$ cat src/rtl/seq_pattern_gen.sv
// Programmable test-pattern sequencer for the IO-tile pads: binary up/down, Gray or
// Galois LFSR sequence with prescaler, wrap/saturate, parallel load and strobes.
module seq_pattern_gen #(
   parameter int unsigned      WIDTH      = 16,
   parameter int unsigned      PRESCALE_W = 8,
   parameter logic [WIDTH-1:0] LFSR_TAPS  = 16'hB400
) (
   input  logic                  clk,
   input  logic                  rst_n,
   input  logic                  en,
   input  logic [1:0]            mode,
   input  logic                  saturate,
   input  logic                  load,
   input  logic [WIDTH-1:0]      load_val,
   input  logic [PRESCALE_W-1:0] prescale,
   output logic [WIDTH-1:0]      count_o,
   output logic                  tc_o,
   output logic                  step_o
);

   typedef enum logic [1:0] {
      MODE_UP   = 2'b00,
      MODE_DOWN = 2'b01,
      MODE_GRAY = 2'b10,
      MODE_LFSR = 2'b11
   } mode_e;

   localparam logic [WIDTH-1:0]      ONE     = WIDTH'(1);
   localparam logic [PRESCALE_W-1:0] PRE_ONE = PRESCALE_W'(1);

   logic [WIDTH-1:0]      q;
   logic [PRESCALE_W-1:0] pre_cnt;
   logic                  tick;
   logic                  at_limit;
   logic                  hold;
   logic [WIDTH-1:0]      q_adv;
   logic [WIDTH-1:0]      q_next;
   logic [WIDTH-1:0]      cnt_next;
   mode_e                 mode_s;

   assign mode_s = mode_e'(mode);

   // >= rather than == so a prescale lowered mid-count fires on the next enabled cycle
   assign tick = en && (pre_cnt >= prescale);

   always_comb begin
      q_adv    = q;
      at_limit = 1'b0;
      unique case (mode_s)
         MODE_UP, MODE_GRAY: begin
            q_adv    = q + ONE;
            at_limit = &q;
         end
         MODE_DOWN: begin
            q_adv    = q - ONE;
            at_limit = (q == '0);
         end
         MODE_LFSR: begin
            // all-zero is the Galois lockup state; kick it to 1
            if (q == '0)
               q_adv = ONE;
            else if (q[0])
               q_adv = (q >> 1) ^ LFSR_TAPS;
            else
               q_adv = q >> 1;
            at_limit = (q == ONE);
         end
         default: ;
      endcase
   end

   assign hold = saturate && at_limit && (mode_s != MODE_LFSR);

   always_comb begin
      q_next = q;
      if (load)
         q_next = load_val;
      else if (tick && !hold)
         q_next = q_adv;
   end

   // encoding follows the current mode, so a mode change re-encodes without touching q
   assign cnt_next = (mode_s == MODE_GRAY) ? (q_next ^ (q_next >> 1)) : q_next;

   always_ff @(posedge clk) begin
      if (!rst_n) begin
         q       <= '0;
         pre_cnt <= '0;
         count_o <= '0;
         tc_o    <= 1'b0;
         step_o  <= 1'b0;
      end else begin
         q       <= q_next;
         count_o <= cnt_next;
         if (load) begin
            pre_cnt <= '0;
            tc_o    <= 1'b0;
            step_o  <= 1'b0;
         end else if (tick) begin
            pre_cnt <= '0;
            tc_o    <= at_limit;
            step_o  <= 1'b1;
         end else begin
            if (en)
               pre_cnt <= pre_cnt + PRE_ONE;
            tc_o   <= 1'b0;
            step_o <= 1'b0;
         end
      end
   end

endmodule

$ cat config.mk
export PLATFORM = sky130hd
export DESIGN_NAME = seq_pattern_gen
export DESIGN_NICKNAME = d
export VERILOG_FILES = /design/src/rtl/seq_pattern_gen.sv
export SDC_FILE = /design/constraint.sdc
export NUM_CORES = 1
export LEC_CHECK = 0
export ABC_AREA = 1
export BUFFER_PORTS_ARGS = -buffer_cell sky130_fd_sc_hd__buf_2
export CORE_MARGIN = 2
export CORE_UTILIZATION = 30
export CTS_BUF_LIST = sky130_fd_sc_hd__clkbuf_4 sky130_fd_sc_hd__clkbuf_8 sky130_fd_sc_hd__clkbuf_16
export DETAILED_ROUTE_END_ITERATION = 6
export GPL_ROUTABILITY_DRIVEN = 0
export PLACE_DENSITY_LB_ADDON = 0.15
export SLEW_MARGIN = 10
export SYNTH_ARGS = -nofsm -noshare
export SYNTH_HDL_FRONTEND = slang
export SYNTH_SLANG_ARGS = --single-unit
$ cat constraint.sdc
create_clock -name clk -period 4.71 [get_ports clk]
set_input_delay 0.942 -clock clk [delete_from_list [all_inputs] [get_ports clk]]
set_output_delay 0.942 -clock clk [all_outputs]
set_load 0.03 [all_outputs]
* Yosys cells after proc, flatten, opt, wreduce, memory -nomap -nowiden
Cells that the tools add are included.
Operators by class: add/sub/neg operators 3, magnitude comparators 1, equality and inequality tests 5, reduce and logical (&&, ||, !) cells 12, mux-type cells 8, bitwise logic cells 4
Operators by type and width (count):
- 16-bit two-way mux | 5
- 16-bit case mux with 3 select lines | 1
- 16-bit by 1-bit adder with 16-bit output (second input constant) | 1
- 16-bit by 1-bit == test with 1-bit output (second input constant) | 1
- 16-bit logical NOT | 1
- 16-bit AND reduction | 1
- 16-bit by 1-bit subtractor with 16-bit output (second input constant) | 1
- 16-bit by 15-bit bitwise XOR with 16-bit output | 1
- 8-bit by 1-bit adder with 8-bit output (second input constant) | 1
- 8-bit >= comparator | 1
- 3-bit OR reduction | 2
- 2-bit == test (second input constant) | 2
- 1-bit logical AND | 4
- 3-bit inverter with 4-bit output | 1
- 2-bit OR reduction | 2
- 1-bit case mux with 3 select lines | 1
- 2-bit by 1-bit == test with 1-bit output (second input constant) | 1
- 2-bit logical NOT | 1
- 2-bit != test (second input constant) | 1
- 1-bit inverter | 2
- 1-bit logical NOT | 1
- 1-bit two-way mux | 1
Storage, ports and cells: input port bits 31, flip-flop bits (word level) 42, output and inout port bits 18, logic and storage cells 38

* Depth between registers and ports, before layout
Gate-level depths: netlist of the first run.
depth after elaboration 11, gate-level depth with buffers 19, gate-level depth less buffers 18

* Worst setup path after synthesis of the first run
Ideal clock, no wire load.
path type input to register, from input prescale[7], to register count_o[11], arrival time 2.364 ns, setup slack 2.230 ns, library setup time 0.116 ns, required time 4.594 ns, stages 13, buffers on the path 1, cells stage by stage inv_1 -> ha_1 -> nand2_1 -> o21a_1 -> a21oi_4 -> nand2_4 -> buf_12 -> nand2_1 -> nand3_1 -> nand2_1 -> nand2_1 -> nor2_1 -> a21oi_2
On the way: word-level cells in the longest chain between the ends 7
RTL lines:
- from (decl) | RTL line 15 | input logic [PRESCALE_W-1:0] prescale,
- 8-bit >= comparator * | RTL line 44 | assign tick = en && (pre_cnt >= prescale);
- 1-bit logical AND * | RTL line 44
- 1-bit logical AND * | RTL line 78 | else if (tick && !hold)
- 16-bit two-way mux * | RTL line 78
- 16-bit two-way mux * | RTL line 76 | if (load)
- 16-bit by 15-bit bitwise XOR with 16-bit output | RTL line 83 | assign cnt_next = (mode_s == MODE_GRAY) ? (q_next ^ (q_next >> 1)) : q_next;
- 16-bit two-way mux * | RTL line 83
- to (signal assigned) | RTL line 94 | count_o <= cnt_next;
- to (decl) | RTL line 16 | output logic [WIDTH-1:0] count_o,
Mark *: on every way between the ends. The rest lies on a longest branch, timed or not. A chain may end at the register's enable or synchronous reset.

* Worst setup path in the final report of the first run
from input prescale[7], to register count_o[12]
The elaborated chain is that of the path after synthesis.

==> qor.yml, run 1 <==
status: "finished clean"
vias: 3561
die_h_um: 111.0
htreeDepth: 2
cts_setup_buffers: 0
portBuffers: 48
yosys_most_used_dff: "dfxtp_1"
cts_max_path_buffers: 2
criticalPathCategory: "in -> reg"
grt-ovfl-total: 0
cts_tree: "done"
p_leak_nw: 1.993
first_global_vias: 3430
synth_edf_count: 0
ctsResizeCount: 0
max_freq_mhz: 367.3
arrival_ps: 2950
clk_pin_slew_worst_paths_ps: 60
setup_viol: 0
drc: 0
drt-initial-drc-count: 226
p_total_mw: 1.022
die_w_um: 111.0
setup_ws_ps: 1988
std_cell_rows: 39
layout_commonest_cell: "nand2_1"
gr-usage-all-layers_pct: 16.53
clock-skew-final_ps: 5.229
die_area_um2: 12330
critPathCaptureType: "register"
wl_um: 9830
hold_class: "reg -> reg"
crit_required_ps: 4940
tns_ps: 0
tightest_slew_ps: 1043
design.core.area_um2: 11320
clockRootBuffer: "clkbuf_16"
syn_nets: 612
cp_common_cell: "nand2_1"
grt_pass1_wl_um: 16670
netlist_instances: 569
regArea_um2: 820.8
dp_hpwl_um: 7653
slew_headroom_pct: 30.36
cp_slowest_cell: "a21oi_4"
crit_chain: "buf_2 > inv_1 > ha_1 > nand2_1 > o21a_1 > a21oi_4 > nand2_4 > nand2_1 > nand3_1 > nand2_1 > nand2_1 > inv_2 > nand3_1 > nand2_1"
synthDistinctLibCells: 37
routed_via_density: 4.799
slowest_delay_ps: 410
ys_ff_latch: 41
io_pins: 49
final_cell_mix: "nand2_1, nand3_1, inv_1, nor2_1, buf_2"
postCtsHoldBufs: 0
cts_sinks: 41
nets: 641
place_ws_ps: 1678
synth_warnings: 0
finalHoldViolations: 0
utilization_pct: 33.82
worstPathMaxFanout: 18
insertion_delay_ps: 280
ant_nets: 0
cp_num_buf_inv: 3
diodes: 0
cts-buffers-inserted: 5
fin_crit_ps: 2722
first_pass_iters: 5
drive_gt1_share_pct: 16.36
rsz0062_at_grt: "no"
min_period_over_period_pct: 57.80
start_util_pct: 30.36
avgSynthCellArea_um2: 6.041
n_fill_cell: 1325
drv_cap: 0
cp-start-kind: "input port"
grt_max_degree: 27
wl_per_cell_um: 13.25
area_growth_pct: 11.39
synth-async-reset-ratio_pct: 0
slew_violations: 0
peakVddDrop_uv: 143.5
synth_area_um2: 3437
synth-seq-area-share_pct: 23.88
antenna_found_initial: 0
holdWs_ps: 517.4
multi_input_area_um2: 2146
path_delay_family: "simple AND/OR/NAND/NOR gates"
powerDensity_nw_per_um2: 266.9
## state kept, by name (all words and copies together), names as in the netlist
signal and count:
tc_o 1, pre_cnt 8, q 15, count_o 16
step_o 1
## routing by layer
| metal | up-vias | wire length (um) | share of wire [%] | global-route usage (%) |
|---|---|---|---|---|
| li1 | 1854 | - | - | - |
| met1 | 1596 | 4444 | 45 | 20.84 |
| met2 | 96 | 4738 | 48 | 29.04 |
| met3 | 15 | 460 | 4.7 | 2.570 |
| met4 | 0 | 187 | 1.9 | 5.103 |
| met5 | - | 0 | 0 | 0 |
## worst paths after layout
kind	start	endpoint	slack, ps	cells past startpoint
worst max register to register	q[0]$_SDFF_PN0_	count_o[13]$_SDFF_PN0_	2040	13
worst max-delay path	prescale[7]	count_o[12]$_SDFF_PN0_	1990	14
worst min-delay path	pre_cnt[1]$_SDFFE_PP0P_	pre_cnt[1]$_SDFFE_PP0P_	520	2
worst min register to register	pre_cnt[1]$_SDFFE_PP0P_	pre_cnt[1]$_SDFFE_PP0P_	520	2
## cell type report
cell class | count | share of cell area (%)
Clock buffer | 7 | 3.824
Clock inverter | 1 | 0.7843
Inverter | 71 | 6.961
Multi-Input combinational cell | 431 | 56.05
Sequential cell | 41 | 21.44
Tap cell | 143 | 4.673
Timing Repair Buffer | 48 | 6.275
## kinds of logic (layout without fill, tap and decap cells)
family / after synthesis / count (layout) / synth area share, %
fa+ha+maj: 12 / 12 / 4.368
xor+xnor: 8 / 8 / 2.039
buf+inv: 97 / 127 / 13.69
simple gates: 371 / 371 / 48.93
compound gates: 40 / 40 / 7.099
flops: 41 / 41 / 23.88
## worst min-delay path, stage by stage (launching register included)
cell,delay [ps]
dfxtp_1,340
nand2_1,80
a21oi_1,50
## cell usage after synthesis, types with 3 or more instances
cell type,instances,area [um^2]
o21ai_0,14,70.07
clkbuf_1,4,15.01
ha_1,12,150.1
nand3_1,88,440.4
a21oi_1,14,70.07
nand3_2,7,70.07
inv_1,64,240.2
xor2_1,7,61.31
nor2_2,6,37.54
nand2_2,14,87.58
inv_2,7,26.28
o21ai_1,3,15.01
nand2_1,178,668.1
nor2_1,62,232.7
buf_4,7,52.55
o211ai_1,3,22.52
buf_2,5,25.02
buf_6,7,78.83
nand4_1,5,31.28
dfxtp_1,41,820.8
## where the power goes
part / total (mW) / internal [mW] / leakage [nW] / switching [mW]
clock: 0.401 / 0.270 / 0.0875 / 0.131
sequential: 0.389 / 0.365 / 0.337 / 0.0241
combinational: 0.231 / 0.0736 / 1.57 / 0.158
## stage by stage
step                      area, um^2  cells
after floorplan                 3437    569
after global placement          3652    734
after detailed placement        3652    734
after CTS                       3829    742
after global routing            3829    742
final                           3829    742
Power figures use the tool's default switching activity.
==> run 2, diff against run 1 <==
- clock period: 4.71 -> 2.26 ns (I/O delays scaled with it)
==> qor.yml, run 2 (synthesis gave the netlist of run 1 again) <==
holdWs_ps: 460.7  # -56.71 ps
slowest_delay_ps: 520  # +110 ps
antenna_found_initial: 0  # unchanged
insertion_delay_ps: 280  # about the same
nets: 678  # +5.8%
first_global_vias: 3644  # +6.2%
fin_crit_ps: 2100
design.core.area_um2: 11320  # unchanged
cp-start-kind: "register"
drc: 0  # unchanged
clk_pin_slew_worst_paths_ps: 60  # about the same
drt-initial-drc-count: 230  # +1.8%
ant_nets: 0  # unchanged
n_fill_cell: 1300  # -1.9%
worstHoldEndpoint: "pre_cnt[1]$_SDFFE_PP0P_"
gr-usage-all-layers_pct: 16.99  # +0.46 points
finalHoldViolations: 0  # unchanged
clockRootBuffer: "clkbuf_16"
crit_chain: "nand2_4 > nor2_8 > nand2_2 > o21ai_4 > nand4_4 > nand2_4 > buf_12 > inv_2 > nand2_1 > nand3_2 > nand2_2 > nand3_1 > nand2_1 > inv_1"
powerDensity_nw_per_um2: 494.5  # +85%
hold_depth: 3  # +1
worstPathMaxFanout: 15  # -3
cts_tree: "done"
vias: 3706  # +4.1%
cp_slowest_cell: "dfxtp_1"
critPathCaptureType: "register"
die_area_um2: 12330  # unchanged
dp_hpwl_um: 8311  # +8.6%
p_leak_nw: 2.169  # +8.8%
portBuffers: 48  # unchanged
reg2reg_setup_slack_ps: 160  # -1880 ps
setup_ws_ps: 160.1  # -1827 ps
tightest_slew_ps: 488.9  # -554.6 ps
htreeDepth: 2  # unchanged
grt-ovfl-total: 0  # unchanged
drv_cap: 0  # unchanged
regArea_um2: 828.3  # +0.91%
slew_headroom_pct: 67.37  # +37 points
crit_required_ps: 2440  # -2500 ps
cts_sinks: 41  # unchanged
grt_max_degree: 27  # unchanged
grt_pass1_wl_um: 17280  # +3.6%
arrival_ps: 2280  # -670 ps
wl_um: 10260  # +4.4%
hold_class: "in -> reg"
multi_input_area_um2: 2176  # +1.4%
wl_per_cell_um: 13.17  # -0.58%
hold_start: "en"
r2r-start: "q[4]$_SDFF_PN0_"
area_growth_pct: 20.06
diodes: 0  # unchanged
r2r_cells: 14  # +1
first_pass_iters: 5  # unchanged
setup_viol: 0  # unchanged
layout_commonest_cell: "nand2_1"
cts-buffers-inserted: 5  # unchanged
final_cell_mix: "nand2_1, nand3_1, inv_1, nor2_1, buf_2"
largest_reg_flops: 16  # unchanged
die_h_um: 111.0  # unchanged
place_ws_ps: -6.357  # -1685 ps
std_cell_rows: 39  # unchanged
criticalPathCategory: "reg -> reg"
io_pins: 49  # unchanged
peakVddDrop_uv: 322.7  # +120%
max_freq_mhz: 476.2
routed_via_density: 4.757  # -0.87%
status: "finished clean"
min_period_over_period_pct: 92.92
timing.rr.end: "count_o[9]$_SDFF_PN0_"
slew_violations: 0  # unchanged
clock-skew-final_ps: 6.519  # +1.290 ps
die_w_um: 111.0  # unchanged
regMostFlops: "count_o"
drive_gt1_share_pct: 23.90  # +7.5 points
cts_max_path_buffers: 2  # unchanged
top_regs: "count_o: 16 flops, q: 15 flops, pre_cnt: 8 flops"
start_util_pct: 30.36  # unchanged
run 2: how the worst max path moves through the flow:
stage	start	endpoint	slack [ps]	cells past startpoint
final	q[4]$_SDFF_PN0_	count_o[9]$_SDFF_PN0_	160	14
after global routing	pre_cnt[0]$_SDFFE_PP0P_	count_o[12]$_SDFF_PN0_	-20	17
after CTS	q[1]$_SDFF_PN0_	count_o[10]$_SDFF_PN0_	30	14
after detailed placement	prescale[7]	count_o[10]$_SDFF_PN0_	-6	15
after global placement	prescale[7]	count_o[10]$_SDFF_PN0_	-10	15
after floorplan	q[0]$_SDFF_PN0_	count_o[9]$_SDFF_PN0_	240	15
run 2: critical path: cells and delay by family (launching register included):
kind	cells	cell delay, ps
DFF	1	520
buffers and inverters	3	220
AOI/OAI and AO/OA	1	190
and+or+nand+nor	10	1060
run 2: layer usage:
| layer | part of all wire [%] | GRT usage (%) |
|---|---|---|
| met1 | 44 | 21.29 |
| met2 | 50 | 31.17 |
| met3 | 4.1 | 2.351 |
| met4 | 1.6 | 3.292 |
| met5 | 0 | 0 |
run 2: layout make-up:
type,count,area share (%)
flip-flops and latches,41,20.07
clock inverters,3,0.4245
repair buffers,85,12.95
inverters,71,6.458
well taps,143,4.336
multi-input cells,431,52.73
clock buffers,5,3.032
run 2: per-stage QoR:
| step | util (%) | setup TNS (ps) | total power, mW | instance area [um^2] | instances |
|---|---|---|---|---|---|
| global placement | 34.56 | -14.97 | 1.359 | 3913 | 767 |
| floorplan | - | 0 | 1.188 | 3437 | 569 |
| CTS | 35.83 | 0 | 2.065 | 4056 | 775 |
| finish | 36.45 | 0 | 2.041 | 4126 | 779 |
| global route | 36.45 | -16.80 | 2.174 | 4126 | 779 |
| detailed placement | 34.56 | -6.357 | 1.357 | 3913 | 767 |
run 2: timing repair:
action / CTS / global route
pin swaps: 0 / 4
hold buffers: 0 / 0
hold endpoints to repair: 0 / 0
gates resized for setup: 1 / 17
endpoints found under the setup margin: 1 / 15
cloned: 0 / 0
buffers inserted: 0 / 4
run 2: report_power, final:
part | switching [mW] | internal [mW]
Clock | 0.290 | 0.405
Sequential | 0.0373 | 0.762
Combinational | 0.354 | 0.193
==> run 3, diff against run 2 <==
- CORE_MARGIN: 2 -> not set
- CORE_UTILIZATION: 30 -> 53
- CTS_CLUSTER_DIAMETER: not set -> 40
==> qor.yml, run 3 (synthesis gave the netlist of run 1 again) <==
cp-start-kind: "register"
area_growth_pct: 17.98
grt_max_degree: 27  # unchanged
htreeDepth: 2  # unchanged
worstPathMaxFanout: 7  # -8
p_leak_nw: 2.165  # -0.16%
tightest_slew_ps: 419.6  # -69.28 ps
gr-usage-all-layers_pct: 30.31  # +13 points
crit_chain: "buf_4 > inv_2 > ha_2 > nand2_2 > buf_4 > nor2_1 > buf_4 > nand2_1 > nand2_1 > nand2_1 > nand2_1 > nand3_1 > nand2_1 > nand3_1 > nand2_1 > inv_2 > nor2_2 > a21oi_1"
top_regs: "count_o: 16 flops, q: 15 flops, pre_cnt: 8 flops"
clk_pin_slew_worst_paths_ps: 90  # +30 ps
drive_gt1_share_pct: 24.14  # +0.24 points
hold_class: "in -> reg"
cts-buffers-inserted: 5  # unchanged
fin_crit_ps: 2114  # +14.29 ps
powerDensity_nw_per_um2: 488.0  # -1.3%
critPathLaunch: "q[0]$_SDFF_PN0_"
use_met3_pct: 3.187  # +0.84 points
insertion_delay_ps: 300  # +20 ps
r2r-start: "q[0]$_SDFF_PN0_"
utilization_pct: 66.52  # +30 points
cp_slowest_cell: "dfxtp_2"
largest_reg_flops: 16  # unchanged
grt_use_met2_pct: 49.26  # +18 points
layout_commonest_cell: "nand2_1"
final_cell_mix: "nand2_1, nand3_1, inv_1, nor2_1, buf_2"
grt_pass1_wl_um: 15680  # -9.2%
setup_ws_ps: 145.8  # -14.29 ps
setup_viol: 0  # unchanged
combPwrFrac_pct: 28.7  # +1.9 points
critPathCaptureType: "register"
regMostFlops: "count_o"
portBuffers: 48  # unchanged
design.core.area_um2: 6096  # -46%
io_pins: 49  # unchanged
die_w_um: 82.53  # -26%
clockRootBuffer: "clkbuf_8"
start_util_pct: 56.38  # +26 points
vias: 3884  # +4.8%
internal_power_mw: 1.293  # -4.9%
routed_via_density: 5.447  # +15%
status: "finished clean"
max_freq_mhz: 473.0  # -0.68%
wl_um: 9716  # -5.3%
first_global_vias: 3404  # -6.6%
drt-initial-drc-count: 422  # +83%
path_delay_family: "simple AND/OR/NAND/NOR gates"
ant_nets: 0  # unchanged
n_fill_cell: 551  # -58%
p_total_mw: 1.979  # -3.0%
drv_cap: 0  # unchanged
busiest_layer: "met2"
power_frac_clock_pct: 30.9  # -3.1 points
cts_tree: "done"
regArea_um2: 823.3  # -0.60%
seqPwrFrac_pct: 40.3  # +1.1 points
hold_start: "en"
tns_ps: 0  # unchanged
nets: 680  # +0.29%
grt_use_met1_pct: 42.11  # +21 points
arrival_ps: 2320  # +40 ps
first_pass_iters: 7  # +2
min_period_over_period_pct: 93.55  # +0.63 points
finalHoldViolations: 0  # unchanged
antenna_found_initial: 0  # unchanged
multi_input_area_um2: 2195  # +0.86%
cp_num_buf_inv: 5  # +2
cts_sinks: 41  # unchanged
slew_violations: 0  # unchanged
std_cell_rows: 28  # -28%
grt-ovfl-total: 0  # unchanged
peakVddDrop_uv: 443.9  # +38%
clock-skew-final_ps: 7.816  # +1.298 ps
criticalPathCategory: "reg -> reg"
p_sw_share_pct: 34.65  # +1.3 points
cts_max_path_buffers: 2  # unchanged
crit_required_ps: 2460  # +20 ps
postCtsHoldBufs: 0  # unchanged
cp_common_cell: "nand2_1"
p_sw_uw: 685.8  # +0.77%
slew_headroom_pct: 71.90  # +4.5 points
die_area_um2: 6811  # -45%
dp_hpwl_um: 7566  # -9.0%
die_h_um: 82.53  # -26%
place_ws_ps: 21.05  # +27.41 ps
diodes: 0  # unchanged
drc: 0  # unchanged
slowest_delay_ps: 350  # -170 ps
wl_per_cell_um: 13.63  # +3.5%
run 3: changes by cell type in the layout (fill, tap and decap cells not counted), moves of 2 or more:
cell / previous run / this run
clkbuf_16: 5 / 0
clkbuf_8: 0 / 5
dfxtp_1: 35 / 39
dfxtp_2: 6 / 2
clkinv_2: 2 / 0
inv_1: 64 / 62
inv_2: 7 / 9
nor2_4: 1 / 3
run 3: repair_timing:
item                                    in CTS  in global routing
resized for setup                            0                 21
endpoints found under the setup margin       0                 16
setup buffers                                0                  0
run 3: worst register-to-register path, delay by kind of cell, from the launching register on:
| family | cells | cell delay (ps) |
|---|---|---|
| AOI/OAI and AO/OA | 1 | 40 |
| adders and majority gates | 1 | 200 |
| buffers and inverters | 5 | 550 |
| DFF | 1 | 350 |
| and+or+nand+nor | 11 | 890 |
run 3: layout make-up:
cell class	count	area share, %
multi-input combinational	431	54.12
sequential	41	20.30
timing repair buffer	87	13.85
inverter	71	6.572
tap	75	2.314
clock buffer	5	1.697
clock inverter	3	1.142
run 3: path summary, 6_finish.rpt:
| kind | cells past startpoint | end | slack (ps) |
|---|---|---|---|
| setup / recovery | 18 | count_o[13]$_SDFF_PN0_ | 150 |
| hold / removal | 3 | pre_cnt[1]$_SDFFE_PP0P_ | 440 |
| setup reg to reg | 18 | count_o[13]$_SDFF_PN0_ | 150 |
| hold reg to reg | 2 | pre_cnt[1]$_SDFFE_PP0P_ | 520 |
run 3: metal layers:
layer  routed length, um  vias up  share of wire (%)
met3                 669       15                6.9
met5                   0        -                  0
met1                4530     1738                 47
met2                4368      196                 45
met4                 147        0                1.5
li1                    -     1935                  -
run 3: stage by stage:
step / instances / hold WS [ps] / area [um^2]
floorplan: 569 / 472.7 / 3437
global placement: 705 / 494.8 / 3885
detailed placement: 705 / 503.2 / 3885
CTS: 713 / 433.2 / 4000
global route: 713 / 451.1 / 4055
finish: 713 / 439.4 / 4055
run 3: power by group through the flow:
stage	Combinational [mW]	Sequential [mW]	Clock, mW
2_1_floorplan	0.353	0.835	0
3_3_place_gp	0.531	0.812	0
3_5_place_dp	0.542	0.811	0
4_1_cts	0.547	0.795	0.617
5_1_grt	0.631	0.801	0.640
6_report	0.569	0.798	0.612
